### src/rtl/stream_mux_rr.sv
// N-channel registered stream mux: external-select or round-robin grant, with
// the grant held on one channel from its first beat until its last beat.
module stream_mux_rr #(
    parameter  int N_CH  = 4,
    parameter  int WIDTH = 8,
    parameter  int MODE  = 0,
    localparam int CH_W  = $clog2(N_CH)
) (
    input  logic                  clk,
    input  logic                  rst_n,
    input  logic [N_CH*WIDTH-1:0] X,
    input  logic [N_CH-1:0]       X_VALID,
    input  logic [N_CH-1:0]       X_LAST,
    output logic [N_CH-1:0]       X_READY,
    input  logic [CH_W-1:0]       S,
    output logic [WIDTH-1:0]      Y,
    output logic                  Y_LAST,
    output logic [CH_W-1:0]       Y_CH,
    output logic                  Y_VALID,
    input  logic                  Y_READY
);

    typedef enum logic {UNLOCKED, LOCKED} lock_e;

    lock_e                       r_state, w_state_nxt;
    logic [CH_W-1:0]             r_lock_ch;
    logic [CH_W-1:0]             r_rr_ptr;
    logic [WIDTH-1:0]            r_y;
    logic                        r_y_last;
    logic [CH_W-1:0]             r_y_ch;
    logic                        r_y_valid;

    logic [N_CH-1:0][WIDTH-1:0]  w_x_arr;
    logic [CH_W-1:0]             w_rr_ch;
    logic                        w_rr_found;
    logic [CH_W-1:0]             w_cand;
    logic                        w_cand_ok;
    logic                        w_load_en;
    logic                        w_accept;
    logic                        w_last_c;

    assign w_x_arr   = X;
    assign w_load_en = !r_y_valid || Y_READY;

    // Round-robin search starts just after the last channel that finished a packet.
    always_comb begin
        w_rr_found = 1'b0;
        w_rr_ch    = '0;
        for (int k = 1; k <= N_CH; k++) begin
            int idx;
            idx = (int'(r_rr_ptr) + k) % N_CH;
            if (!w_rr_found && X_VALID[idx]) begin
                w_rr_found = 1'b1;
                w_rr_ch    = CH_W'(idx);
            end
        end
    end

    always_comb begin
        w_cand    = '0;
        w_cand_ok = 1'b0;
        if (r_state == LOCKED) begin
            w_cand    = r_lock_ch;
            w_cand_ok = 1'b1;
        end else if (MODE == 0) begin
            w_cand    = S;
            w_cand_ok = int'(S) < N_CH;
        end else begin
            w_cand    = w_rr_ch;
            w_cand_ok = w_rr_found;
        end
    end

    // Ready is gated by rst_n so nothing is offered while the block is held in reset.
    for (genvar i = 0; i < N_CH; i++) begin : g_ready
        assign X_READY[i] = rst_n && w_load_en && w_cand_ok && X_VALID[i]
                            && (w_cand == CH_W'(i));
    end

    assign w_accept = |X_READY;
    assign w_last_c = X_LAST[w_cand];

    always_comb begin
        w_state_nxt = r_state;
        case (r_state)
            UNLOCKED: if (w_accept && !w_last_c) w_state_nxt = LOCKED;
            LOCKED:   if (w_accept &&  w_last_c) w_state_nxt = UNLOCKED;
            default:  w_state_nxt = UNLOCKED;
        endcase
    end

    always_ff @(posedge clk or negedge rst_n) begin
        if (!rst_n) begin
            r_state   <= UNLOCKED;
            r_lock_ch <= '0;
        end else begin
            r_state <= w_state_nxt;
            if (r_state == UNLOCKED && w_state_nxt == LOCKED)
                r_lock_ch <= w_cand;
        end
    end

    always_ff @(posedge clk or negedge rst_n) begin
        if (!rst_n) begin
            r_rr_ptr <= CH_W'(N_CH - 1);
        end else if (MODE == 1 && w_accept && w_last_c) begin
            r_rr_ptr <= w_cand;
        end
    end

    always_ff @(posedge clk or negedge rst_n) begin
        if (!rst_n) begin
            r_y       <= '0;
            r_y_last  <= 1'b0;
            r_y_ch    <= '0;
            r_y_valid <= 1'b0;
        end else if (w_load_en) begin
            if (w_accept) begin
                r_y       <= w_x_arr[w_cand];
                r_y_last  <= w_last_c;
                r_y_ch    <= w_cand;
                r_y_valid <= 1'b1;
            end else begin
                r_y_valid <= 1'b0;
            end
        end
    end

    assign Y       = r_y;
    assign Y_LAST  = r_y_last;
    assign Y_CH    = r_y_ch;
    assign Y_VALID = r_y_valid;

endmodule

### config.mk
export PLATFORM = sky130hd
export DESIGN_NAME = stream_mux_rr
export DESIGN_NICKNAME = d
export VERILOG_FILES = /design/src/rtl/stream_mux_rr.sv
export SDC_FILE = /design/constraint.sdc
export NUM_CORES = 1
export LEC_CHECK = 0
export ABC_CLOCK_PERIOD_IN_PS = 2700
export CORE_MARGIN = 2
export CORE_UTILIZATION = 37
export DETAILED_ROUTE_END_ITERATION = 10
export HOLD_SLACK_MARGIN = 0.02
export PLACE_DENSITY = 0.8
export SLEW_MARGIN = 25
export SYNTH_ARGS = -nofsm -noshare
export SYNTH_HDL_FRONTEND = slang
export SYNTH_SLANG_ARGS = --single-unit
### constraint.sdc
create_clock -name clk -period 2.7 [get_ports clk]
set_input_delay 0.27 -clock clk [delete_from_list [all_inputs] [get_ports clk]]
set_output_delay 0.27 -clock clk [all_outputs]
set_load 0.02 [all_outputs]
Word level (Yosys, flattened, before mapping). Index checks and enable logic that the tools add are counted.

Input port bits: 45. Flip-flop bits (word level): 15. Logic and storage cells: 38.

Reductions and logical operators: 18. Bitwise operators: 1. Mux-type cells: 9. Order comparisons: 1. Equal/unequal tests: 3.

Operators with widths (count): binary-select mux 8 bit (select 2 bit) (1); logical AND 1 bit (12); 2-to-1 mux 8 bit (1); == test 2 bit (second input constant) (2); 2-to-1 mux 1 bit (4); OR reduction 4 bit (1); less-than comparator 2 x 3 -> 1 bit (second input constant) (1); binary-select mux 1 bit (select 2 bit) (1); == test 2 x 1 -> 1 bit (second input constant) (1); logical NOT 1 bit (2); logical NOT 2 bit (1); 2-to-1 mux 2 bit (1); one-hot mux 1 bit (2 select lines) (1); AND reduction 2 bit (1); logical OR 1 bit (1); NOT 1 bit (1).

Logic depth before layout (Yosys ltp).
Depth after elaboration: 10. Depth in mapped cells: 6.

Least setup slack after synthesis. No wires, ideal clock.

Kind: flip-flop to output port. From: register r_state. To: output X_READY[2]. Slack: 657 ps. Arrival time: 1773 ps. Stages on the path, launching flop included: 5. Required time: 2430 ps. Buffers on the path: 1. Cell sequence: dfrtp_1 mux2i_2 buf_2 nand2_1 nor3_1.

Word-level cells in the longest chain between the ends: 3.

RTL lines: from (decl) (RTL line 25) `lock_e r_state, w_state_nxt;`; from (signal assigned) (RTL line 97) `r_state <= w_state_nxt;`; 2-to-1 mux 2 bit (RTL line 62) `if (r_state == LOCKED) begin`; == test 2 bit (RTL line 77) `&& (w_cand == CH_W'(i));`; logical AND 1 bit (RTL line 77); to (decl) (RTL line 14) `output logic [N_CH-1:0] X_READY,`.

Every way passes these cells.

Final worst setup path. Same ends and word-level chain as after synthesis.

==> results.toml <==
[setup_path]
endpoint = "X_READY[2]"
timing.critical_path.fanout_max = 10
critPathTopFamily = "buffers and inverters"
worstSetupEndpointType = "output port"
worst-setup-path-type = "register to output port"
worstPathBufferInverterCount = 1
worst_path_max_delay_cell = "sky130_fd_sc_hd__clkdlybuf4s50_1"
cp.arrival_ns = 2.29
cpPeakStageDelay_ns = 0.64
setup.worst_path.start_class = "register"
reg2reg_launch_point = "r_state"
worstSetupStartpoint = "r_state"
timing.reg2reg.worst_path_depth = 5
crit_path_cell_trace = "mux2i_2 -> nand2_1 -> nor3_1 -> clkdlybuf4s50_1"
critical_path.reg2reg.endpoint = "Y[0]"
rrSetupSlack_ns = 0.40
critical_path_cell_count = 4
worst-endpoint-required_ns = 2.43

[sta]
timing.slew.headroom_pct = 60.7
timing.fmax_mhz = 391
final_max_slew_viols = 0
final-hold-violation-count = 0
layout_worst_path_cycle_share_pct = 94.7
count_of_final_setup_violators = 0
clock-skew-final_ns = 0.00359
tightest_slew_ns = 0.577
finalWorstPathRequiredPeriod_ns = 2.56
rsz0062_at_grt = "false"
fin_setup_tns_ns = 0

[global_routing]
grt_pass1_wl_um = 4510
grt_start_max_net_pins = 16
grt_pass1_vias = 1033
globalRouteOverflowTotal = 0
antenna_violations_before_repair = 0
grt_usage_pct = 18.7

[synthesis]
yosysSeqAreaShare_pct = 36.6
post_synth_and_or_nand_nor_area_fraction_pct = 7.20
synthCells = 82
synth-compound-area-share_pct = 4.27
synth-warning-count = 0
synth_mux_area_share_pct = 48.7
synth-seq-cells = 15
syn_avg_cell_area_sq_um = 12.5
post_synth_xor_area_fraction_pct = 0
synth_top_family_by_area = "multiplexers"
synth_cell_types = 25
synthesis.nets = 127
netlist_area_sq_um = 1020
synthAdderAreaFrac_pct = 0

[power]
pwr-share-comb_pct = 66.2
p_int_mw = 1.03
powerDensity_nw_per_um2 = 972
vdd_ir_drop_max_uv = 620
p_switching_mw = 0.642
report.power.total_mw = 1.67
power.switching_fraction_pct = 38.5
p_leak_nw = 0.787
power_frac_clock_pct = 8.0
power.share.sequential_pct = 25.8

[placement]
placedInstanceArea_sq_um = 1690
routabilityCongestion = 0.721
placed_cell_count = 174
detailedPlacementHpwl_um = 2230
io_buffers = 60

[floorplanning]
die-width_um = 56.6
die_area_sq_um = 3210
row_count = 19
die_height_um = 56.6
io_pins = 61
coreArea_sq_um = 2690
start_util_pct = 38.1

[routing]
routed_length_per_placed_instance_um = 15.0
drt_pre_antenna_iters = 4
postRouteWirelength_um = 2670
drtIter0Drc = 11
num_vias = 918
post_drt_via_cell_ratio = 5.16
drtAntennaViolNets = 0
drc = 0

[final_layout]
antenna_cells_inserted = 0
final_cell_area_sq_um = 1720
final_cell_mix = "60 x sky130_fd_sc_hd__clkdlybuf4s50_1, 25 x sky130_fd_sc_hd__mux2i_1, 15 x sky130_fd_sc_hd__dfrtp_1"
finalNonFillerCells = 178
areaGrowthSynthToFinish_pct = 67.4
nets = 193
mostFrequentLayoutCell = "sky130_fd_sc_hd__clkdlybuf4s50_1"
share_of_layout_cells_above_drive_strength_1_pct = 17.0

[run]
drv.max_cap_violation_count = 0

[clocking]
clock_latency_ns = 0.29
postCtsResizedCells = 0
cts_hold_buffers = 0
clock_tree.buffer_depth = 2
htreeDepth = 1
cts.reportedPaths.clkPinSlew_ns = 0.09
clock_tree_from_tritoncts = "yes"
clock_sink_count = 15
postCtsSetupRepairBufs = 0
cts_root_cell = "sky130_fd_sc_hd__clkbuf_4"
cts_made_buffers = 3

[hold_path]
worstHoldPathType = "primary input to asynchronous set/reset pin"

[status]
status = "completed"
worst min-delay path by stage:
stage | startpoint | endpoint
after floorplan | rst_n | Y[0]
after global placement | Y_LAST | Y_LAST
after detailed placement | Y[3] | Y[3]
after CTS | rst_n | Y[4]
after global routing | rst_n | Y_CH[0]
final | rst_n | Y[5]
state kept, by name (all words and copies together) (netlist names):
register   count
Y_VALID        1
Y              8
Y_LAST         1
Y_CH           2
r_lock_ch      2
r_state        1
cell families after synthesis:
group | Yosys count
mux | 41
flops | 15
simple gates | 13
compound gates | 7
buf+inv | 6
stage by stage:
stage	setup WS (ns)	hold WS, ns	util, %
after floorplan	0.657	-0.0256	-
final	0.143	0.360	63.9
after detailed placement	0.195	0.493	62.9
after global placement	0.303	0.496	62.9
after CTS	0.127	0.370	63.9
after global routing	0.0281	0.390	63.9
layer usage:
layer  global-route usage [%]  vias to the layer above  share of wire [%]
met5                        0                        -                  0
met4                     9.18                        0                1.9
met3                     5.99                        4                6.7
met2                     31.9                       35                 53
met1                     20.7                      440                 38
li1                         -                      439                  -
power by group through the flow:
stage	Sequential [mW]	Clock (mW)	Combinational, mW
after floorplan	0.521	0	0.601
after CTS	0.432	0.134	1.11
after global placement	0.432	0	1.09
final	0.429	0.133	1.10
after detailed placement	0.427	0	1.12
after global routing	0.444	0.142	1.18
cell usage after synthesis:
master	n	area [sq um]
sky130_fd_sc_hd__mux2i_1	25	250
sky130_fd_sc_hd__clkbuf_1	2	7.51
sky130_fd_sc_hd__nor4b_1	1	8.76
sky130_fd_sc_hd__and2_1	1	6.26
sky130_fd_sc_hd__o21ai_0	2	10.0
sky130_fd_sc_hd__and4_1	1	8.76
sky130_fd_sc_hd__inv_1	1	3.75
sky130_fd_sc_hd__nor2_1	1	3.75
sky130_fd_sc_hd__buf_6	1	11.3
sky130_fd_sc_hd__mux2_2	4	45.0
sky130_fd_sc_hd__nand2_1	4	15.0
sky130_fd_sc_hd__and4b_1	1	10.0
sky130_fd_sc_hd__mux2i_2	2	27.5
sky130_fd_sc_hd__dfrtp_1	15	375
sky130_fd_sc_hd__a21bo_2	1	10.0
sky130_fd_sc_hd__buf_2	2	10.0
sky130_fd_sc_hd__mux2_4	7	105
sky130_fd_sc_hd__mux4_2	2	45.0
sky130_fd_sc_hd__a21oi_1	2	10.0
sky130_fd_sc_hd__nor3_1	1	5.00
sky130_fd_sc_hd__mux4_1	1	26.3
sky130_fd_sc_hd__nand3_1	2	10.0
sky130_fd_sc_hd__a31oi_1	1	6.26
sky130_fd_sc_hd__a21boi_0	1	7.51
sky130_fd_sc_hd__nand2b_1	1	6.26
final cells by class:
class                           instances  area [sq um]
Tap cell                               31          38.8
Inverter                                1          3.75
Timing Repair Buffer                   66           646
Clock buffer                            4          26.3
Multi-Input combinational cell         61           626
Sequential cell                        15           375
Fill cell                             212           971
Note: power is estimated with default switching activity, not from simulation.
